$ cat config.mk
export PLATFORM = sky130hd
export DESIGN_NAME = led_pattern_gen_flat
export DESIGN_NICKNAME = d
export VERILOG_FILES = /design/src/rtl/led_pattern_pkg.sv /design/src/rtl/led_pattern_gen_if.sv /design/src/rtl/led_tick_prescaler.sv /design/src/rtl/led_pattern_gen.sv /design/src/flat_wrapper.sv
export SDC_FILE = /design/constraint.sdc
export NUM_CORES = 1
export LEC_CHECK = 0
export CELL_PAD_IN_SITES_DETAIL_PLACEMENT = 1
export CELL_PAD_IN_SITES_GLOBAL_PLACEMENT = 2
export CORE_MARGIN = 2
export CORE_UTILIZATION = 37
export DETAILED_ROUTE_END_ITERATION = 12
export PLACE_DENSITY = 0.77
export SLEW_MARGIN = 10
export SYNTH_ARGS = -nofsm -noshare
export SYNTH_HDL_FRONTEND = slang
export SYNTH_HIERARCHICAL = 1
export SYNTH_SLANG_ARGS = --single-unit
$ cat constraint.sdc
create_clock -name clk -period 3.1 [get_ports clk]
set_input_delay 0.62 -clock clk [delete_from_list [all_inputs] [get_ports clk]]
set_output_delay 0.62 -clock clk [all_outputs]
set_load 0.03 [all_outputs]
$ cat src/rtl/led_pattern_pkg.sv
// led_pattern_pkg: shared mode and bounce-direction types for the LED pattern generator.
package led_pattern_pkg;
    typedef enum logic [1:0] {MODE_ALT, MODE_CHASE, MODE_BOUNCE, MODE_COUNT} led_mode_t;
    typedef enum logic {DIR_UP, DIR_DOWN} dir_t;
endpackage

$ cat src/rtl/led_pattern_gen_if.sv
// led_pattern_gen_if: control/LED bundle of the pattern generator; duty exists only with LED_PWM_EN.
interface led_pattern_gen_if
    import led_pattern_pkg::*;
#(
    parameter int N_LED = 8
`ifdef LED_PWM_EN
    , parameter int PWM_W = 8
`endif
);
    logic             en;
    led_mode_t        mode;
`ifdef LED_PWM_EN
    logic [PWM_W-1:0] duty;
`endif
    logic [N_LED-1:0] LED;
    logic             tick;
`ifdef LED_PWM_EN
    modport master (output en, mode, duty, input LED, tick);
    modport slave  (input en, mode, duty, output LED, tick);
`else
    modport master (output en, mode, input LED, tick);
    modport slave  (input en, mode, output LED, tick);
`endif
endinterface

$ cat src/rtl/led_tick_prescaler.sv
// led_tick_prescaler: divides clk into a one-cycle step strobe every TICK_CYCLES enabled cycles.
module led_tick_prescaler #(
    parameter int TICK_CYCLES = 12000000
) (
    input  logic clk,
    input  logic rst_n,
    input  logic en,
    input  logic clr,
    output logic tick
);
    localparam int W = $clog2(TICK_CYCLES);
    localparam logic [W-1:0] LAST = W'(TICK_CYCLES - 1);
    logic [W-1:0] cnt;
    assign tick = en && !clr && cnt == LAST;
    always_ff @(posedge clk or negedge rst_n) begin
        if (!rst_n) cnt <= '0;
        else if (clr) cnt <= '0;
        else if (en) cnt <= (cnt == LAST) ? '0 : cnt + 1'b1;
    end
endmodule

$ cat src/rtl/led_pattern_gen.sv
// led_pattern_gen: steps an LED pattern (alt/chase/bounce/count) once per prescaler period.
// Define LED_PWM_EN to add a duty input that gates the LEDs with a free-running PWM compare.
module led_pattern_gen
    import led_pattern_pkg::*;
#(
    parameter int N_LED       = 8,
    parameter int TICK_CYCLES = 12000000,
    parameter int PWM_W       = 8
) (
    input  logic          clk,
    input  logic          rst_n,
    led_pattern_gen_if.slave bus
);
    if (N_LED < 2 || TICK_CYCLES < 2 || PWM_W < 1) begin : g_bad_param
        $error("led_pattern_gen: invalid parameters");
    end
    logic [N_LED-1:0] pattern, nxt;
    dir_t             dir, nxt_dir;
    led_mode_t        mode_q;
    logic             step, mode_chg, tick_q;
    assign mode_chg = bus.mode != mode_q;
    led_tick_prescaler #(.TICK_CYCLES(TICK_CYCLES)) u_prescaler (
        .clk  (clk),
        .rst_n(rst_n),
        .en   (bus.en),
        .clr  (mode_chg),
        .tick (step)
    );
    always_comb begin
        nxt     = pattern + 1'b1;
        nxt_dir = dir;
        case (mode_q)
            MODE_ALT:   nxt = (pattern == N_LED'(1)) ? N_LED'(2) : N_LED'(1);
            MODE_CHASE: nxt = (pattern == '0) ? N_LED'(1) : {pattern[N_LED-2:0], pattern[N_LED-1]};
            MODE_BOUNCE: begin
                // reverse when the lit bit already sits at the end we are heading towards
                nxt_dir = (pattern == '0) ? DIR_UP :
                          ((dir == DIR_UP ? pattern[N_LED-1] : pattern[0]) ?
                           (dir == DIR_UP ? DIR_DOWN : DIR_UP) : dir);
                nxt     = (pattern == '0) ? N_LED'(1) :
                          (nxt_dir == DIR_UP ? pattern << 1 : pattern >> 1);
            end
            default:    nxt = pattern + 1'b1;
        endcase
    end
    always_ff @(posedge clk or negedge rst_n) begin
        if (!rst_n) begin
            mode_q  <= MODE_ALT;
            pattern <= '0;
            dir     <= DIR_UP;
            tick_q  <= 1'b0;
        end else if (mode_chg) begin
            mode_q  <= bus.mode;
            pattern <= '0;
            dir     <= DIR_UP;
            tick_q  <= 1'b0;
        end else begin
            tick_q <= step;
            if (step) begin
                pattern <= nxt;
                dir     <= nxt_dir;
            end
        end
    end
    assign bus.tick = tick_q;
`ifdef LED_PWM_EN
    logic [PWM_W-1:0] pwm_cnt;
    always_ff @(posedge clk or negedge rst_n) begin
        if (!rst_n) pwm_cnt <= '0;
        else pwm_cnt <= pwm_cnt + 1'b1;
    end
    assign bus.LED = pattern & {N_LED{pwm_cnt < bus.duty}};
`else
    assign bus.LED = pattern;
`endif
endmodule

$ cat src/flat_wrapper.sv
// flat-port wrapper written by rule: the top's interface ports become plain ports
module led_pattern_gen_flat import led_pattern_pkg::*;
#(
    parameter int N_LED       = 8,
    parameter int TICK_CYCLES = 12000000,
    parameter int PWM_W       = 8
)
  (clk, rst_n, bus_en, bus_mode, bus_LED, bus_tick);
  led_pattern_gen_if #(.N_LED(N_LED)) bus_i ();
  input  logic clk;
  input  logic rst_n;
  input wire logic [$bits(bus_i.en)-1:0] bus_en;
  input wire logic [$bits(bus_i.mode)-1:0] bus_mode;
  output wire logic [$bits(bus_i.LED)-1:0] bus_LED;
  output wire logic [$bits(bus_i.tick)-1:0] bus_tick;
  assign bus_i.en = bus_en;
  assign bus_i.mode = bus_mode;
  assign bus_LED = bus_i.LED;
  assign bus_tick = bus_i.tick;
  led_pattern_gen #(.N_LED(N_LED), .TICK_CYCLES(TICK_CYCLES), .PWM_W(PWM_W)) u_core (.clk(clk), .rst_n(rst_n), .bus(bus_i));
endmodule
Word level (Yosys, flattened, before mapping)
Cells that the tools add are included.

Flip-flop bits (word level): 36. Input port bits: 5. Word-level logic and storage cells: 39.

Add/sub/neg operators: 2. Equality and inequality tests: 5. Muxes and demuxes: 18. Reduce and logical (&&, ||, !) cells: 9.

Operators with widths (number): $mux 24 (3); $mux 8 (5); $add 24x1->24 const B (1); $eq 24x24->1 const B (1); $pmux 8 s3 (1); $add 8x1->8 const B (1); $eq 8x1->1 const B (1); $logic_not 8->1 (1); $mux 1 (8); $reduce_bool 2->1 (3); $eq 2x1->1 const B (1); $eq 2x2->1 const B (1); $logic_and 1x1->1 (2); $logic_not 2->1 (1); $mux 2 (1); $ne 2x2->1 (1); $reduce_and 2->1 (1); $logic_not 1->1 (1).

Longest topological paths before layout
Gate-level depths: netlist (run 1).

Depth in word-level cells: 8. Mapped depth: 11.

Cells and area by module
Netlist (run 1), hierarchy kept.

By module, submodules not included: led_tick_prescaler (instances 1, cells an instance 174, area an instance 1530.2 um2); led_pattern_gen (instances 1, cells an instance 121, area an instance 987.2 um2).

Worst setup path before layout (run 1)
OpenSTA, ideal clock, no wires.

Path type: register to register. From: reg u_core.u_prescaler.cnt[0]. To: reg u_core.pattern[4], in the netlist u_core/bus.LED[4]. Library setup time: 0.111 ns. Data arrival time: 2.370 ns. Required time: 2.989 ns. Path slack: 0.618 ns. Stages on the path, launching flop included: 12. Period minus slack after synthesis: 2.482 ns. Path through: dfrtp_1 > ha_1 > inv_1 > nor4_4 > buf_2 > nand2_1 > nor3_1 > clkbuf_1 > inv_1 > a21oi_1 > nor2_1 > a2111oi_2.

Cells in the longest elaborated chain, start to end: 3.

Ends and longest elaborated chain: from (decl) (RTL line led_tick_prescaler.sv:13) `logic [W-1:0] cnt;`; from (signal assigned) (RTL line led_tick_prescaler.sv:18) `else if (en) cnt <= (cnt == LAST) ? '0 : cnt + 1'b1;`; $eq 24x24->1 (RTL line led_tick_prescaler.sv:14) `assign tick = en && !clr && cnt == LAST;`; $logic_and 1x1->1 (RTL line led_tick_prescaler.sv:14); net u_core.step (RTL line led_pattern_gen.sv:20) `logic step, mode_chg, tick_q;`; $reduce_bool 2->1 (no source line); to (signal assigned) (RTL line led_pattern_gen.sv:60) `pattern <= nxt;`; to (decl) (RTL line led_pattern_gen.sv:17) `logic [N_LED-1:0] pattern, nxt;`.

The timed path passes the listed nets, and every way through them passes these cells. A chain may end at the register's enable or synchronous reset.

Worst setup path after layout (run 1)
From: reg u_core.u_prescaler.cnt[15]. To: reg u_core.pattern[7], in the netlist u_core/bus.LED[7].

The elaborated chain is that of the path after synthesis.

==> impl_results.md, run 1 <==
- Maximum Capacitance Violations: 0
- CP Capture Type: register
- Summed instance area of the synthesized netlist: 2520 sq um
- TritonCTS buffer count: 5
- Final HPWL from detailed placement: 4960 um
- CTS HTree Levels: 2
- Count of hold buffers inserted by post-cts repair: 0
- Remaining Overflow, GRT: 0
- Sequential share of the synthesized area: a little over a third
- Cell-by-cell listing of the critical path: or3_1 -> nor4_4 -> nand2_1 -> nor3_2 -> buf_4 -> and3_1 -> nand3_1 -> and3_1
- Number of fillers in the final layout: around 800
- Actual transition at the worst max-transition pin: ~0.9 ns
- Final WS setup: 0.741 ns
- Placement row count: 30
- Critical Path Stages: 8
- Int Power: roughly 0.73 mW
- # IOs: 14
- Slowest stage cell on the critical path: sky130_fd_sc_hd__dfrtp_1
- Final min period: approximately 2.4 ns
- Combined buffer and inverter count along the critical path: 1
- Total routing usage reported by global routing: between 20% and 30%
- Crit Path Max Fanout: 17
- Slew margin rel.: 40.8%
- Clock insertion delay at the later pin of the skew report: slightly below 0.3 ns
- Accumulated negative setup slack: 0 ns
- Cell family with the largest share of critical-path delay: simple AND/OR/NAND/NOR gates
- Post-CTS Repair Setup Buffers: 0
- Number of setup violations in the final report: 0
- DRT antenna net count: 0
- Overall die area: 7480 sq um
- Count of routing violations after the opening detailed-route iteration: between 100 and 150
- Worst setup timing slack at the placement stage: 0.635 ns
- Yosys top cell by area: sky130_fd_sc_hd__dfrtp_1
- Leakage power: 1.03 nW
- Initial antenna violation count: 0
- Number of buffers between clock root and the deepest sink: 2
- Sequential Power Share: 48.9%
- Yosys cell types: just over 50
- Classification of the worst setup path: reg -> reg
- Maximum resistive drop on vdd: about 0.00030 V
- Critical Path AT: approximately 2.6 ns
- Synthesis-to-finish area growth: 10.9%
- Ratio of total power to cell area: between 300 and 400 nW/um^2
- Number of cells produced by synthesis: between 200 and 300
- Cell mode on critical path: sky130_fd_sc_hd__and3_1
- Clock network fraction of design power: a little over two fifths
- Die height: slightly below 90 um
- Count of inserted antenna diode cells: 0
- Mean instance size in the synthesized netlist: ~8.5 sq um
- Status: complete, no violations
- Post-CTS resize count: 0
- Core area: 6680 sq um
- Number of register bits inferred by synthesis: 36
- Slowest Stage Delay on Critical Path: about 0.42 ns
- Routed length per placed instance: between 15 and 20 um
- Final Hold Vio Count: 0
- Largest clock skew in the final design: 0.00197 ns
- Maximum number of pins on one net before global-route repair: 37
- DRC violations left: 0
- Most common library cells after synthesis: sky130_fd_sc_hd__dfrtp_1, sky130_fd_sc_hd__a21oi_1, sky130_fd_sc_hd__nand2_1
- Worst setup slack for register-to-register paths: 0.74 ns
- Endpoint of the worst-slack reg-to-reg timing path: u_core/bus.LED[7]
- Final Net Count: 308
- Startpoint types: register
- Leading register cell type out of synthesis: sky130_fd_sc_hd__dfrtp_1
- Unrepaired setup endpoints after global routing: no
- R2R depth: 8
- RR Startpoint: u_core/u_prescaler/cnt[15]
- First-pass DRT Iterations: 4
- Routed vias/inst: slightly above 6
- Data required, critical path: ~3.3 ns
- Number of warnings printed during yosys synthesis: 6
- First-pass GRT wire length: approximately 13000 um
- Clock tree root buffer cell: sky130_fd_sc_hd__clkbuf_8
- # clock sinks: 36
- Switch Pwr: 0.254 mW
- Number of global-route vias before repair: between 2000 and 2500
- Top cells by area in the synthesized netlist: sky130_fd_sc_hd__dfrtp_1, sky130_fd_sc_hd__a21oi_1, sky130_fd_sc_hd__nand3_1, sky130_fd_sc_hd__o21ai_0, sky130_fd_sc_hd__nand2_1
- Post-synth net total: just over 300
- Path class of the lowest-slack min-delay path: in -> async
- Count leader, synth: sky130_fd_sc_hd__dfrtp_1
- Clock tree from TritonCTS: done
- EDFF count, synth: 0
- Count of final max-slew check failures: 0
- Synth top area share: between 30% and 40%
- Async set-or-reset flop fraction in the synthesized netlist: between 90% and 100%
- Layout cells sized above 1: between 10% and 20%
- Number of vias after detailed routing: 2334
- Switching power as a share of total power: 25.8%
- Die Span X: about 86 um
- Final Wtd Congestion: a little over 0.8
- Share of the clock period used by the worst path: between 70% and 80%
- Aggregate routed wire length: about 7500 um
- Part of the power in combinational logic: between 7 and 8%
- F_max: 424 MHz
- Initial Util: between 30 and 40%
- Number of buffer cells added on primary ports: 13
- Reg clk slew, reported paths: about 0.080 ns
==> cells by family after synthesis <==
group | synth area share [%]
AOI/OAI and AO/OA | 23.3
adders and majority gates | 1.99
muxes | 1.69
xor gates and xnor gates | 1.39
and+or+nand+nor | 29.9
buffers and inverters | 5.91
DFF | 35.8
==> worst register-to-register path, delay by kind of cell (launching register included) <==
family / cells / cell delay [ns]
flops: 1 / 0.42
buf+inv: 1 / 0.26
simple gates: 7 / 1.59
==> power groups by stage <==
stage,clock network (mW),logic (mW),registers [mW]
6_report,0.432,0.0701,0.481
5_1_grt,0.465,0.0775,0.482
4_1_cts,0.448,0.0713,0.480
3_5_place_dp,0,0.0707,0.490
3_3_place_gp,0,0.0707,0.490
2_1_floorplan,0,0.0457,0.483
==> final cells by class <==
type	instances	area [sq um]	area share [%]
clock buffers	5	68.8	2.46
flip-flops and latches	36	901	32.3
multi-input cells	228	1470	52.7
well taps	80	100	3.58
inverters	8	30.0	1.08
repair buffers	20	178	6.36
clock inverters	3	42.5	1.52
==> cell usage in the layout, fill, tap and decap left out, types with 3 or more instances in the layout <==
cell type	instances
sky130_fd_sc_hd__nand3_1	19
sky130_fd_sc_hd__nor4_4	3
sky130_fd_sc_hd__a31oi_1	4
sky130_fd_sc_hd__dfrtp_1	36
sky130_fd_sc_hd__nand4b_1	3
sky130_fd_sc_hd__a21oi_1	32
sky130_fd_sc_hd__nor2_1	16
sky130_fd_sc_hd__o21a_1	4
sky130_fd_sc_hd__clkbuf_8	5
sky130_fd_sc_hd__nor3_1	5
sky130_fd_sc_hd__or3_1	10
sky130_fd_sc_hd__inv_1	8
sky130_fd_sc_hd__o21ai_0	18
sky130_fd_sc_hd__clkdlybuf4s50_1	12
sky130_fd_sc_hd__a32oi_1	8
sky130_fd_sc_hd__nand2_1	24
sky130_fd_sc_hd__nand4_1	6
sky130_fd_sc_hd__ha_1	4
sky130_fd_sc_hd__buf_4	7
sky130_fd_sc_hd__or4_1	3
sky130_fd_sc_hd__nand2b_1	4
sky130_fd_sc_hd__o22ai_1	3
sky130_fd_sc_hd__a22oi_1	3
sky130_fd_sc_hd__nor3_2	4
sky130_fd_sc_hd__and3_1	8
sky130_fd_sc_hd__o21ai_1	7
sky130_fd_sc_hd__and2_1	4
==> registers in the layout, indices dropped and copies added (netlist names) <==
register	cells
u_core/bus.tick	1
u_core/u_prescaler/cnt	24
u_core/bus.LED	8
u_core/mode_q	2
u_core/dir	1
==> metal layers <==
metal | vias up | wire length, um | GRT usage [%]
met4 | 0 | 169 | 6.96
met5 | - | 0 | 0
met3 | 17 | 230 | 3.71
met2 | 34 | 3420 | 33.8
li1 | 1112 | - | -
met1 | 1171 | 3660 | 30.6
==> worst max-delay path by stage <==
stage                                    start  slack, ns                end
finish              u_core/u_prescaler/cnt[15]       0.74  u_core/bus.LED[7]
global route         u_core/u_prescaler/cnt[0]       0.54  u_core/bus.LED[7]
CTS                 u_core/u_prescaler/cnt[15]       0.73  u_core/bus.LED[7]
detailed placement                 bus_mode[1]       0.64  u_core/bus.LED[7]
global placement                   bus_mode[1]       0.68  u_core/bus.LED[7]
floorplan            u_core/u_prescaler/cnt[0]       0.62  u_core/bus.LED[4]
==> metrics by stage <==
stage | total power, mW | instance area [sq um] | util, % | hold WS (ns) | cells
2_1_floorplan | 0.529 | 2520 | - | 0.324 | 295
3_3_place_gp | 0.560 | 2680 | 40.1 | 0.560 | 372
3_5_place_dp | 0.561 | 2680 | 40.1 | 0.581 | 372
4_1_cts | 1.00 | 2790 | 41.8 | 0.471 | 380
5_1_grt | 1.02 | 2790 | 41.8 | 0.505 | 380
6_report | 0.982 | 2790 | 41.8 | 0.440 | 380
(Power assumes the default switching activity.)
==> run 2: changes to the inputs <==
--- a/config.mk
+++ b/config.mk
@@ -8,9 +8,9 @@
 export CELL_PAD_IN_SITES_DETAIL_PLACEMENT = 1
 export CELL_PAD_IN_SITES_GLOBAL_PLACEMENT = 2
 export CORE_MARGIN = 2
-export CORE_UTILIZATION = 37
+export CORE_UTILIZATION = 33
 export DETAILED_ROUTE_END_ITERATION = 12
-export PLACE_DENSITY = 0.77
+export PLACE_DENSITY = 0.72
 export SLEW_MARGIN = 10
 export SYNTH_ARGS = -nofsm -noshare
 export SYNTH_HDL_FRONTEND = slang
==> constraint.sdc (replaced) <==
create_clock -name clk -period 2.13 [get_ports clk]
set_input_delay 0.426 -clock clk [delete_from_list [all_inputs] [get_ports clk]]
set_output_delay 0.426 -clock clk [all_outputs]
set_load 0.03 [all_outputs]
==> run 2 against run 1 <==
Effect of this change:
- sequential share of layout area decreased by 3.8 points
- utilization is 1.3 points higher
- design area increased by 13%
- clock skew up 0.0088 ns
- clock power rose by 25%
- global-route usage fell by 1.8 points
- register-to-register slack worse by 0.68 ns
- critical path depth increased by 1
- sequential power grew 43%
- sequential cell count is the same
- clock-buffer cell count rose by 2
- largest power group unchanged
- highest routed layer unchanged
==> impl_results.md, run 2 (synthesis gave the netlist of run 1 again) <==
- Status: complete, no violations
- CTS HTree Levels: 2
- Initial antenna violation count: 0
- Most frequent cells in the layout: sky130_fd_sc_hd__buf_4, sky130_fd_sc_hd__dfrtp_1, sky130_fd_sc_hd__a21oi_1, sky130_fd_sc_hd__nand2_1, sky130_fd_sc_hd__nand3_1
- Share of the clock period used by the worst path: 97.3%
- Worst setup timing slack at the placement stage: -0.0181 ns
- Layout cells sized above 1: about a quarter
- Die height: just over 90 um
- # clock sinks: 36
- Aggregate routed wire length: roughly 7600 um
- Unrepaired setup endpoints after global routing: yes
- Maximum number of pins on one net before global-route repair: 37
- Max reg flops: 24
- Final Wtd Congestion: 0.793
- Number of vias after detailed routing: 2477
- Number of buffers between clock root and the deepest sink: 2
- Classification of the worst setup path: reg -> reg
- Crit Path Max Fanout: 7
- Clock tree from TritonCTS: done
- Cell-by-cell listing of the critical path: or3_4 -> nor4_4 -> nand2_4 -> nor3_4 -> buf_6 -> buf_6 -> buf_6 -> a21oi_1 -> a311oi_2
- Accumulated negative setup slack: 0 ns
- Final HPWL from detailed placement: between 5000 and 6000 um
- Synthesis-to-finish area growth: 25.6%
- Number of setup violations in the final report: 0
- Count of final max-slew check failures: 0
- Total routing usage reported by global routing: roughly 20%
- Number of global-route vias before repair: about 2600
- Core area: between 7000 and 8000 sq um
- Maximum Capacitance Violations: 0
- Number of buffer cells added on primary ports: 13
- Overall die area: roughly 8300 sq um
- Final WS setup: around 0.058 ns
- Die Span X: ~90 um
- Combined buffer and inverter count along the critical path: 3
- Slowest Stage Delay on Critical Path: 0.42 ns
- Critical Path AT: 2.27 ns
- DRT antenna net count: 0
- Largest clock skew in the final design: roughly 0.011 ns
- Cell mode on critical path: sky130_fd_sc_hd__buf_6
- Slowest stage cell on the critical path: sky130_fd_sc_hd__dfrtp_1
- Startpoint types: register
- Routed wl met2: about 3600 um
- Clock insertion delay at the later pin of the skew report: about 0.29 ns
- F_max: a little under 500 MHz
- Ratio of total power to cell area: around 430 nW/um^2
- First-pass DRT Iterations: 4
- CP Capture Type: register
- Slew margin rel.: between 60% and 70%
- Routed length per placed instance: roughly 17 um
- TritonCTS buffer count: 5
- Final Power: approximately 1.4 mW
- Placement row count: 31
- Clock tree root buffer cell: sky130_fd_sc_hd__clkbuf_8
- Top register by number of flip-flops: u_core/u_prescaler/cnt
- # IOs: 14
- Reg clk slew, reported paths: about 0.080 ns
- Path class of the lowest-slack min-delay path: in -> async
- Maximum resistive drop on vdd: roughly 0.00023 V
- Actual transition at the worst max-transition pin: 0.507 ns
- Count of inserted antenna diode cells: 0
- Met3 Wirelength: 231 um
- Final Net Count: between 300 and 400
- Remaining Overflow, GRT: 0
- Count of routing violations after the opening detailed-route iteration: 100
- Highest metal used: met4
- Cell family with the largest share of critical-path delay: simple AND/OR/NAND/NOR gates
- Leakage power: 1.26 nW
- First-pass GRT wire length: roughly 13000 um
- Commonest non-fill, non-tap cell in the layout: sky130_fd_sc_hd__buf_4
- Count of hold buffers inserted by post-cts repair: 0
- Initial Util: around 34%
- Final Hold Vio Count: 0
- Data required, critical path: 2.33 ns
- Final min period: a little over 2 ns
- DRT met1 WL: about 3800 um
- Routed vias/inst: 5.64
- DRC violations left: 0
-- run 2: metal layers --
layer	up-vias	GRT usage, %
li1	1191	-
met1	1242	28.7
met2	39	31.3
met3	5	2.74
met4	0	4.92
met5	-	0
-- run 2: stage by stage --
stage                     hold WS [ns]  cell area (sq um)  cells  util [%]
after global routing             0.214               3160    439      43.1
after CTS                        0.197               3100    435      42.2
after detailed placement         0.515               3000    428      40.9
after floorplan                  0.130               2550    295         -
final                            0.173               3160    439      43.1
after global placement           0.510               3000    428      40.9
-- run 2: worst register-to-register path, delay by kind of cell (launching register included) --
kind	cells	cell delay, ns
AOI/OAI and AO/OA	2	0.25
DFF	1	0.42
buffers and inverters	3	0.40
and+or+nand+nor	4	0.92
-- run 2: what timing repair did --
item,CTS,global route
setup endpoints to repair,1,15
pin swaps,0,7
resized for setup,1,11
buffers inserted,0,6
-- run 2: power breakdown --
group          internal (mW)  switching [mW]  leakage [nW]
Combinational         0.0429          0.0902         0.710
Clock                  0.289           0.253        0.0503
Sequential             0.687         0.00363         0.498
Total                   1.02           0.347          1.26
-- run 2: final timing paths --
kind | depth (start not counted) | start | to | slack, ns
worst max-delay path | 9 | u_core/u_prescaler/cnt[15] | u_core/bus.LED[5] | 0.06
worst min-delay path | 2 | rst_n | u_core/u_prescaler/cnt[23] | 0.17
worst max register to register | 9 | u_core/u_prescaler/cnt[15] | u_core/bus.LED[5] | 0.06
worst min register to register | 2 | u_core/u_prescaler/cnt[23] | u_core/u_prescaler/cnt[23] | 0.59
max in group asynchronous | 2 | rst_n | u_core/bus.LED[2] | 1.59
min in group clk | 2 | u_core/u_prescaler/cnt[23] | u_core/u_prescaler/cnt[23] | 0.59
-- run 2: area by class of cell --
type	instances	area, sq um
sequential	36	901
multi-input combinational	228	1510
inverter	8	32.5
timing repair buffer	61	500
tap	99	124
clock buffer	7	96.3
fill	877	4170
==> run 3: changes to the inputs <==
--- a/config.mk
+++ b/config.mk
@@ -10,8 +10,8 @@
 export CORE_MARGIN = 2
 export CORE_UTILIZATION = 33
 export DETAILED_ROUTE_END_ITERATION = 12
-export PLACE_DENSITY = 0.72
-export SLEW_MARGIN = 10
+export PLACE_DENSITY = 0.76
+export SLEW_MARGIN = 20
 export SYNTH_ARGS = -nofsm -noshare
 export SYNTH_HDL_FRONTEND = slang
 export SYNTH_HIERARCHICAL = 1
==> run 3 against run 2 <==
Effect of this change:
- the run now ends with negative setup slack left
- first-iteration DRC count grew 42%
- clock-buffer cell count shrank 1
- die area is the same
- worst setup slack lost 0.085 ns
- clock skew shrank 0.0018 ns
- sequential cell count is the same
- utilization grew 1.8 points
- wire length grew 4.6%
- combinational power is essentially flat
- critical endpoint is now u_core/bus.LED[7]
==> impl_results.md, run 3 (synthesis gave the netlist of run 1 again) <==
- Routed vias/inst: approximately 5.7
- Slowest Stage Delay on Critical Path: around 0.40 ns
- Final Hold Vio Count: 0
- Instance area after placement: between 3000 and 4000 sq um
- Die Span X: 91.3 um
- Reg clk slew, reported paths: 0.08 ns
- Violations in the final reports: negative setup slack
- DRC violations left: 0
- Core area: 7330 sq um
- Critical Path AT: 2.35 ns
- Cell-by-cell listing of the critical path: or3_4 -> nor4_4 -> nand2_4 -> nor3_4 -> buf_6 -> buf_12 -> and3_4 -> nand3_2 -> and3_4
- Number of buffers between clock root and the deepest sink: 2
- Final Wtd Congestion: about 0.87
- Count of inserted antenna diode cells: 0
- First-pass DRT Iterations: 4
- Unrepaired setup endpoints after global routing: yes
- Number of buffer cells added on primary ports: 13
- Most frequent cells in the layout: sky130_fd_sc_hd__buf_4, sky130_fd_sc_hd__dfrtp_1, sky130_fd_sc_hd__a21oi_1, sky130_fd_sc_hd__nand2_1, sky130_fd_sc_hd__nand3_1
- Initial antenna violation count: 0
- Count of final max-slew check failures: 0
- Count of routing violations after the opening detailed-route iteration: about 140
- Maximum number of pins on one net before global-route repair: 36
- Clock tree root buffer cell: sky130_fd_sc_hd__clkbuf_8
- Classification of the worst setup path: reg -> reg
- Count of hold buffers inserted by post-cts repair: 0
- Startpoint types: register
- Maximum Capacitance Violations: 0
- Actual transition at the worst max-transition pin: 0.503 ns
- Remaining Overflow, GRT: 0
- Accumulated negative setup slack: -0.0499 ns
- Final Net Count: 353
- Commonest non-fill, non-tap cell in the layout: sky130_fd_sc_hd__buf_4
- CTS HTree Levels: 2
- Endpoint of the worst-slack reg-to-reg timing path: u_core/bus.LED[7]
- TritonCTS buffer count: 5
- Largest clock skew in the final design: ~0.009 ns
- Data required, critical path: 2.32 ns
- Number of vias after detailed routing: ~2500
- Final WS setup: -0.0273 ns
- Initial Util: roughly 34%
- Ratio of total power to cell area: 436 nW/um^2
- # IOs: 14
- Final min period: approximately 2.2 ns
- Overall die area: between 8000 and 9000 sq um
- DRT met1 WL: 3750 um
- Cell area after layout: approximately 3300 sq um
- Leakage power: approximately 1.3 nW
- Slew margin rel.: 66.5%
- DRT antenna net count: 0
- Status: complete, but fails checks
- Top register by number of flip-flops: u_core/u_prescaler/cnt
- Placement row count: 31
- Die height: roughly 90 um
- Synthesis-to-finish area growth: 31.0%
- Met3 Wirelength: about 240 um
- Routed wl met2: between 3000 and 4000 um
- Max reg flops: 24
- Layout cells sized above 1: between 20 and 30%
- First-pass GRT wire length: between 10000 and 15000 um
- F_max: about 460 MHz
- Worst setup timing slack at the placement stage: about 0.0081 ns
- # clock sinks: 36
- R2R depth: 9
- Final HPWL from detailed placement: 5470 um
- Share of the clock period used by the worst path: 101%
- Maximum resistive drop on vdd: 0.000307 V
- Crit Path Max Fanout: 4
- Total routing usage reported by global routing: a little under a fifth
- Number of setup violations in the final report: 3
- Cell mode on critical path: sky130_fd_sc_hd__and3_4
- Clock insertion delay at the later pin of the skew report: roughly 0.3 ns
- Routed length per placed instance: between 15 and 20 um
- Worst hold slack after final layout: between 0.08 and 0.09 ns
- Slowest stage cell on the critical path: sky130_fd_sc_hd__or3_4
- Aggregate routed wire length: between 7000 and 8000 um
- Clock tree from TritonCTS: done
- RR Startpoint: u_core/u_prescaler/cnt[13]
- Path class of the lowest-slack min-delay path: in -> async
- Core Util, Final: 45.0%
- CP Capture Type: register
- Highest metal used: met4
- Worst setup slack for register-to-register paths: -0.03 ns
- Number of global-route vias before repair: about 2500
==> run 3: worst max path at each step <==
stage                     cells past startpoint  slack [ns]                end                  startpoint
after global routing                          9       -0.12  u_core/bus.LED[7]  u_core/u_prescaler/cnt[13]
after CTS                                     9        0.02  u_core/bus.LED[1]  u_core/u_prescaler/cnt[22]
after detailed placement                      9       0.008  u_core/bus.LED[1]                 bus_mode[1]
after floorplan                               9       0.004  u_core/bus.LED[7]   u_core/u_prescaler/cnt[3]
after global placement                        9        0.02  u_core/bus.LED[1]                 bus_mode[1]
final                                         9       -0.03  u_core/bus.LED[7]  u_core/u_prescaler/cnt[13]
==> run 3: power breakdown <==
group / switching [mW] / leakage [nW] / total, mW / internal [mW]
clock network: 0.266 / 0.0552 / 0.614 / 0.348
logic: 0.0927 / 0.742 / 0.135 / 0.0424
registers: 0.00257 / 0.498 / 0.689 / 0.687
==> run 3: critical path, delay by kind of cell (launching register included) <==
family                 cells  cell delay, ns
buffers and inverters      2            0.27
DFF                        1            0.38
and+or+nand+nor            7            1.41
==> run 3: metrics by stage <==
step / power (mW) / instances
2_1_floorplan: 0.771 / 295
3_3_place_gp: 0.832 / 427
3_5_place_dp: 0.834 / 427
4_1_cts: 1.45 / 435
5_1_grt: 1.50 / 444
6_report: 1.44 / 444
==> run 3: layout make-up <==
| class | count | area [sq um] |
|---|---|---|
| fillers | 850 | 4030 |
| multi-input cells | 228 | 1560 |
| flip-flops and latches | 36 | 901 |
| repair buffers | 65 | 568 |
| well taps | 99 | 124 |
| clock buffers | 6 | 72.6 |
| inverters | 8 | 37.5 |
| clock inverters | 2 | 35.0 |
==> run 3: per-layer routing <==
| layer | track usage, % | up-vias |
|---|---|---|
| met5 | 0 | - |
| met4 | 4.04 | 0 |
| met3 | 3.40 | 10 |
| met2 | 31.6 | 48 |
| met1 | 26.4 | 1274 |
| li1 | - | 1200 |
==> run 3: what timing repair did <==
action | 4_1_cts | 5_1_grt
gates resized for setup | 0 | 26
endpoints found under the setup margin | 0 | 13
setup buffers | 0 | 9
